[src/rtl/core_cf_arbiter.sv]
`default_nettype none
// ============================================================================
// Module      : core_cf_arbiter
// Description : Fixed-priority arbiter for the fetch control-flow-change bus.
//               The requesters are trap (highest priority), exec CFU, then
//               debug (lowest). The redirect target and the grant are
//               registered and held stable until fetch accepts. Each accepted
//               redirect produces a one-cycle pipeline flush.
//               Optional macro CORE_CF_ARB_PERF_EN adds 32-bit redirect
//               performance counters (perf_redirects, perf_trap_redirects).
// Revision    : 1.0 - initial release
// ============================================================================
module core_cf_arbiter #(
    parameter int XLEN = 64
) (
    input  logic            g_clk,
    input  logic            g_reset,

    input  logic            trap_valid,
    input  logic [XLEN-1:0] trap_target,
    output logic            trap_ack,

    input  logic            exec_valid,
    input  logic [XLEN-1:0] exec_target,
    output logic            exec_ack,

    input  logic            dbg_valid,
    input  logic [XLEN-1:0] dbg_target,
    output logic            dbg_ack,

    output logic            f_cf_valid,
    input  logic            f_cf_ack,
    output logic [XLEN-1:0] f_cf_target,

    output logic            pipe_flush,
    output logic            arb_busy,
    output logic [1:0]      arb_grant
`ifdef CORE_CF_ARB_PERF_EN
    ,
    output logic [31:0]     perf_redirects,
    output logic [31:0]     perf_trap_redirects
`endif
);

    localparam logic [1:0] c_GRANT_TRAP = 2'd0;
    localparam logic [1:0] c_GRANT_EXEC = 2'd1;
    localparam logic [1:0] c_GRANT_DBG  = 2'd2;

    typedef enum logic [0:0] {
        ST_IDLE = 1'b0,
        ST_BUSY = 1'b1
    } state_t;

    state_t            r_state;
    logic              r_cf_valid;
    logic [XLEN-1:0]   r_cf_target;
    logic [1:0]        r_grant;

    logic              w_any_req;
    logic [1:0]        w_sel_grant;
    logic [XLEN-1:0]   w_sel_target;
    logic              w_accept;

    // Priority select: trap beats exec, exec beats debug
    always_comb begin
        w_sel_grant  = c_GRANT_DBG;
        w_sel_target = dbg_target;
        if (trap_valid) begin
            w_sel_grant  = c_GRANT_TRAP;
            w_sel_target = trap_target;
        end else if (exec_valid) begin
            w_sel_grant  = c_GRANT_EXEC;
            w_sel_target = exec_target;
        end
    end

    assign w_any_req = trap_valid | exec_valid | dbg_valid;
    // Fetch acks are only meaningful while a redirect is being offered
    assign w_accept  = r_cf_valid & f_cf_ack;

    // Arbitration FSM: IDLE samples requests, BUSY holds the offer until fetch accepts
    always_ff @(posedge g_clk or posedge g_reset) begin
        if (g_reset) begin
            r_state     <= ST_IDLE;
            r_cf_valid  <= 1'b0;
            r_cf_target <= '0;
            r_grant     <= c_GRANT_TRAP;
        end else begin
            case (r_state)
                ST_IDLE: begin
                    if (w_any_req) begin
                        r_grant     <= w_sel_grant;
                        r_cf_target <= {w_sel_target[XLEN-1:1], 1'b0};
                        r_cf_valid  <= 1'b1;
                        r_state     <= ST_BUSY;
                    end
                end
                ST_BUSY: begin
                    // Target and grant stay frozen; late higher-priority
                    // requests wait for the next IDLE sample.
                    if (f_cf_ack) begin
                        r_cf_valid <= 1'b0;
                        r_state    <= ST_IDLE;
                    end
                end
                default: begin
                    r_cf_valid <= 1'b0;
                    r_state    <= ST_IDLE;
                end
            endcase
        end
    end

    assign f_cf_valid  = r_cf_valid;
    assign f_cf_target = r_cf_target;
    assign arb_grant   = r_grant;
    assign arb_busy    = r_cf_valid;
    assign pipe_flush  = w_accept;
    assign trap_ack    = w_accept & (r_grant == c_GRANT_TRAP);
    assign exec_ack    = w_accept & (r_grant == c_GRANT_EXEC);
    assign dbg_ack     = w_accept & (r_grant == c_GRANT_DBG);

`ifdef CORE_CF_ARB_PERF_EN
    logic [31:0] r_perf_redirects;
    logic [31:0] r_perf_trap_redirects;

    // Accepted-redirect counters, free-running with natural 32-bit wrap
    always_ff @(posedge g_clk or posedge g_reset) begin
        if (g_reset) begin
            r_perf_redirects      <= '0;
            r_perf_trap_redirects <= '0;
        end else if (w_accept) begin
            r_perf_redirects <= r_perf_redirects + 32'd1;
            if (r_grant == c_GRANT_TRAP) begin
                r_perf_trap_redirects <= r_perf_trap_redirects + 32'd1;
            end
        end
    end

    assign perf_redirects      = r_perf_redirects;
    assign perf_trap_redirects = r_perf_trap_redirects;
`endif

endmodule
`default_nettype wire

[config.mk]
export PLATFORM = sky130hd
export DESIGN_NAME = core_cf_arbiter
export DESIGN_NICKNAME = d
export VERILOG_FILES = /design/src/rtl/core_cf_arbiter.sv
export SDC_FILE = /design/constraint.sdc
export NUM_CORES = 1
export LEC_CHECK = 0
export ABC_CLOCK_PERIOD_IN_PS = 2000
export CORE_MARGIN = 2
export CORE_UTILIZATION = 34
export DETAILED_ROUTE_END_ITERATION = 10
export PLACE_DENSITY = 0.87
export SYNTH_ARGS = -nofsm -noshare
export SYNTH_HDL_FRONTEND = slang
export SYNTH_SLANG_ARGS = --single-unit
[constraint.sdc]
create_clock -name g_clk -period 2 [get_ports g_clk]
set_input_delay 0.4 -clock g_clk [delete_from_list [all_inputs] [get_ports g_clk]]
set_output_delay 0.4 -clock g_clk [all_outputs]
set_load 0.005 [all_outputs]
==> results of run 1 <==
-- report_power, final --
part	switching (mW)	internal, mW	total, mW
clock network	0.528	1.02	1.55
logic	1.30	2.06	3.36
registers	0.347	2.02	2.36
-- timing repair --
action / CTS / global route
hold buffers: 0 / 0
gates resized for setup: 3 / 1
setup endpoints to repair: 3 / 1
-- worst min-delay path by stage --
stage | from | endpoint
detailed placement | f_cf_target[18] | f_cf_target[18]
CTS | trap_valid | arb_grant[0]
floorplan | f_cf_target[18] | f_cf_target[18]
global placement | f_cf_target[41] | f_cf_target[41]
global route | trap_valid | arb_grant[0]
finish | trap_valid | arb_grant[0]
-- cell families after synthesis --
kind of cell           synth area share, %
DFF                                  38.71
other                              0.08657
AOI/OAI and AO/OA                    15.31
buffers and inverters                8.434
and+or+nand+nor                      1.415
muxes                                36.05
-- synth_stat cells --
cell / number / area, um^2
o21ai_1: 71 / 355.3
o21ai_0: 58 / 290.3
a21oi_1: 2 / 10.01
mux2i_1: 63 / 630.6
mux2_2: 4 / 45.04
buf_4: 10 / 75.07
nand2_1: 5 / 18.77
nor3_4: 1 / 16.27
nor3b_1: 2 / 15.01
clkbuf_1: 9 / 33.78
dfrtp_1: 67 / 1677
buf_8: 5 / 75.07
inv_1: 4 / 15.01
buf_6: 2 / 22.52
clkbuf_2: 3 / 15.01
nor3_1: 1 / 5.000
or2_1: 1 / 6.260
conb_1: 1 / 3.750
dlygate4sd1_1: 1 / 8.760
a22oi_1: 1 / 7.510
buf_12: 6 / 120.1
mux2_4: 59 / 885.9
-- per-stage QoR --
stage / cells / hold WS [ps]
6_report: 803 / 333.0
5_1_grt: 803 / 324.9
4_1_cts: 803 / 316.3
3_5_place_dp: 788 / 490.2
3_3_place_gp: 788 / 480.4
2_1_floorplan: 376 / 493.0
-- routing by layer --
metal / up-vias / GRT usage, % / share of wire [%]
met5: - / 0 / 0
li1: 1860 / - / -
met3: 16 / 5.458 / 8.5
met2: 189 / 34.91 / 52
met4: 0 / 5.333 / 1.3
met1: 1892 / 20.53 / 39
-- flip-flops by register name, indices dropped and copies added, names as in the netlist --
signal,count
arb_grant,2
r_state,1
arb_busy,1
f_cf_target,63
-- area by class of cell --
cell class	count	area [um^2]	area share, %
clock buffers	13	260.3	3.559
clock inverters	2	35.03	0.4791
inverters	4	18.77	0.2567
multi-input cells	269	2303	31.50
flip-flops and latches	67	1678	22.95
well taps	172	215.2	2.943
repair buffers	276	2801	38.31
==> results.tsv, run 1 <==
metric	value	unit
cp_max_fo	4	
worst_pin_slew	604.0	ps
cp_slowest_cell	clkdlybuf4s50_1	
cts_sinks	67	
slew_violations	0	
worstSetupPathType	in -> out	
drc	0	
tns	0	ps
vias	3957	
numPortBuffers	265	
p_total	7.276	mW
routed_wirelength	13.29	mm
setup_viol	0	
path_buf_inv	3	
cts_setup_buffers	0	
post-route-util	58.42	%
yosysSeqAreaShare	38.71	%
numCtsBuffers	9	
grt_max_degree	68	
hold_class	in -> reg	
reg2reg_to	f_cf_target[31]	
layout_common_cells	clkdlybuf4s50_1, o21ai_1, dfrtp_1, mux2i_1, mux2_4	
max_slew_margin	59.74	%
root_buffer	clkbuf_16	
cts_tree	built	
avgSynthCellArea	11.52	um^2
r2r_slack	700	ps
finalCritPeriodShare	96.02	%
dieArea	0.01366	mm^2
clk_path_buf_depth	2	
timing.critical_path.cells	clkdlybuf4s50_1, nand2_2, inv_1, clkdlybuf4s50_1	
syn-instance-count	376	
drive_above_1_share	14.90	%
fin_worst_skew	6.641	ps
cts_max_level	3	
post_drt_wl_per_cell	16.54	um
grt_pass1_wl	19.83	mm
fin_area	0.007312	mm^2
vias_per_cell	4.928	
place_hpwl	10.23	mm
area_delta_synth_final	68.80	%
crit_family	buffers and inverters	
p_per_area	995.1	mW/mm^2
ys_warn_count	0	
critPathLaunch	f_cf_ack	
ff2ff_path_depth	3	
rsz0062_at_grt	false	
io_pins	270	
fmax	520.7	MHz
die_w	116.9	um
grt_overflow	0	
cp_num_cells	4	
end_kind	output port	
leakage	3.158	nW
rr_startpoint	r_state	
grtUsageTotal	18.69	%
syn_area	0.004332	mm^2
final_common_cell	clkdlybuf4s50_1	
pre_cts_ws	-102.7	ps
setup.worst_path.end	pipe_flush	
cp-start-kind	primary input	
postPlaceCellArea	0.007018	mm^2
antenna_found_initial	0	
cpMostUsedCell	clkdlybuf4s50_1	
layout.nets	825	
fillers	1077	
cp_data_arrival_time	1520	ps
synth_seq_cells	67	
initial_core_util	34.61	%
irDropWorstVdd	0.0006918	V
coreArea	0.01252	mm^2
firstDrtPassIters	4	
synth_nets	574	
path_clk_slew	50	ps
drt_iter0_drc	153	
place_congestion	0.7618	
die_height	116.9	um
hold_depth	2	
hold_viol	0	
diodes	0	
ant_nets	0	
grt_pass1_vias	4129	
worstSkewPairLatency	320	ps
worst_ep_required_time	1600	ps
fp-row-count	41	
synthDistinctLibCells	22	
maxCapViolations	0	
setup_ws	79.66	ps
finalCriticalPeriod	1920	ps
outcome	complete, no violations	
slowest_delay	490	ps
Note: power is estimated with default switching activity, not from simulation.
==> inputs of run 2 (changes only) <==
--- a/config.mk
+++ b/config.mk
@@ -5,11 +5,12 @@
 export SDC_FILE = /design/constraint.sdc
 export NUM_CORES = 1
 export LEC_CHECK = 0
+export ABC_AREA = 1
 export ABC_CLOCK_PERIOD_IN_PS = 2000
 export CORE_MARGIN = 2
-export CORE_UTILIZATION = 34
+export CORE_UTILIZATION = 32
 export DETAILED_ROUTE_END_ITERATION = 10
-export PLACE_DENSITY = 0.87
+export PLACE_DENSITY = 0.86
 export SYNTH_ARGS = -nofsm -noshare
 export SYNTH_HDL_FRONTEND = slang
 export SYNTH_SLANG_ARGS = --single-unit
==> run 2 against run 1 <==
Compared with the run above: count of clock-buffer cells in the layout shrank 3; wire length grew 9.5%; maximum frequency shrank 2.1%; clock skew grew 2.2 ps; via count grew 22%; final area shrank 3.4%; critical endpoint unchanged.
==> results.tsv, run 2 <==
metric	value	unit
synth-edff-count	0	
finalCriticalPeriod	1961	ps
timing.critical_path.cells	clkdlybuf4s50_1, nand2_2, inv_1, clkdlybuf4s50_1	
fin_cells	976	
ys_warn_count	0	
pre_cts_ws	-127.1	ps
ant_nets	0	
clk_path_buf_depth	2	
grtUsageTotal	21.76	%
grt_max_degree	65	
cts_tree	built	
hold_class	in -> reg	
cp_max_fo	4	
syn_area	0.003911	mm^2
internal-power	5.080	mW
end_kind	output port	
cts_setup_buffers	0	
syn-instance-count	582	
fin_worst_skew	8.809	ps
area_delta_synth_final	80.55	%
slew_violations	0	
cpMostUsedCell	clkdlybuf4s50_1	
place_congestion	0.7872	
hold_viol	0	
diodes	0	
drt_iter0_drc	239	
path_buf_inv	3	
outcome	complete, no violations	
cts_max_level	3	
cp-start-kind	primary input	
placed_cells	960	
switching_share	33.13	%
rr_startpoint	r_state	
reg2reg_to	r_state	
vias_per_cell	4.954	
post-route-util	59.04	%
power.net_switching	2.517	mW
hp-start	exec_valid	
fp-row-count	40	
dieArea	0.01312	mm^2
root_buffer	clkbuf_16	
cp_slowest_cell	clkdlybuf4s50_1	
ff2ff_path_depth	6	
drive_above_1_share	4.825	%
yosysMostFrequentCell	nand2_1	
seqPwrFrac	31.0	%
layout_common_cells	clkdlybuf4s50_1, nand2_1, nand3_1, dfrtp_1	
r2r_slack	640	ps
io_pins	270	
layout.nets	1022	
final_common_cell	clkdlybuf4s50_1	
tns	0	ps
synth.top_cells.by_area	dfrtp_1, nand2_1, nand3_1	
grt_pass1_wl	22.84	mm
antenna_found_initial	0	
ys.flop_type	dfrtp_1	
post_drt_wl_per_cell	14.91	um
post_cts_resized	4	
worst_ep_required_time	1600	ps
slowest_delay	510	ps
postPlaceCellArea	0.006744	mm^2
worstSetupPathType	in -> out	
largest_reg_flops	63	
hold_end	arb_grant[0]	
pwr-share-clk	22.1	%
holdWs	412.9	ps
rsz0062_at_grt	false	
routed_wirelength	14.55	mm
setup_viol	0	
synthDistinctLibCells	15	
synth_nets	780	
avgSynthCellArea	6.720	um^2
setup_ws	39.17	ps
coreArea	0.01196	mm^2
numPortBuffers	265	
die_height	114.6	um
firstDrtPassIters	4	
fmax	510.0	MHz
initial_core_util	32.70	%
synth_top_area_cell	dfrtp_1	
finalCritPeriodShare	98.04	%
place_hpwl	10.54	mm
hold_depth	3	
cts-hold-fix-buffers	0	
leakage	3.275	nW
irDropWorstVdd	0.0006175	V
worstSkewPairLatency	330	ps
numCtsBuffers	9	
cp_data_arrival_time	1560	ps
drc	0	
crit_family	buffers and inverters	
synthArstFlopShare	100.0	%
yosysSeqAreaShare	42.87	%
synth_top_area_share	42.87	%
p_per_area	1076	mW/mm^2
synth_seq_cells	67	
cts_sinks	67	
grt_overflow	0	
vias	4835	
path_clk_slew	60	ps
fin_area	0.007062	mm^2
ys_top_cells_by_count	nand2_1, nand3_1, dfrtp_1, clkbuf_1, buf_2	
p_comb_share	46.9	%
maxCapViolations	0	
die_w	114.6	um
grt_pass1_vias	4826	
p_total	7.597	mW
## run 2: changes by cell type after synthesis, moves of 18 or more
cell and delta:
nand3_1 +190, o21ai_1 -71, buf_2 +18, o21ai_0 -56, mux2_4 -59, nand2_1 +254, mux2i_1 -63
## run 2: worst max path at each step
stage                    start               to  cells past startpoint
global route          f_cf_ack       pipe_flush                      4
CTS                   f_cf_ack       pipe_flush                      4
floorplan           trap_valid  f_cf_target[19]                      8
global placement      f_cf_ack          dbg_ack                      4
detailed placement    f_cf_ack         trap_ack                      4
finish                f_cf_ack       pipe_flush                      4
## run 2: metal layers
metal  GRT usage, %  vias to the layer above  share of wire [%]
met1          23.97                     2239                 39
met5              0                        -                  0
met2          39.53                      185                 51
li1               -                     2376                  -
met4          8.699                        0                2.8
met3          5.823                       35                7.4
## run 2: worst reg2reg max path, stage by stage (launching register included)
cell and delay, ps:
dfrtp_1 380, inv_1 150, nand2_2 110, nand2_2 250, buf_12 230, inv_1 70, o21ai_0 90
## run 2: cells by family after synthesis
kind of cell / count (synthesis) / share of synthesized area, %
compound gates: 3 / 0.4479
buf+inv: 57 / 6.718
other cells: 1 / 0.09588
flops: 67 / 42.87
simple gates: 454 / 49.87
## run 2: layout make-up
type / instances / area, um^2
tap: 147 / 183.9
fill: 1074 / 4900
sequential: 67 / 1677
clock buffer: 10 / 229.0
inverter: 8 / 33.78
timing repair buffer: 280 / 2864
multi-input combinational: 458 / 1984
clock inverter: 6 / 90.09
## run 2: power groups by stage
| stage | Clock [mW] | Sequential (mW) | Combinational [mW] |
|---|---|---|---|
| global placement | 0 | 2.34 | 3.55 |
| CTS | 1.72 | 2.36 | 3.61 |
| finish | 1.68 | 2.36 | 3.56 |
| floorplan | 0 | 2.40 | 1.37 |
| detailed placement | 0 | 2.36 | 3.60 |
| global route | 1.79 | 2.44 | 3.90 |
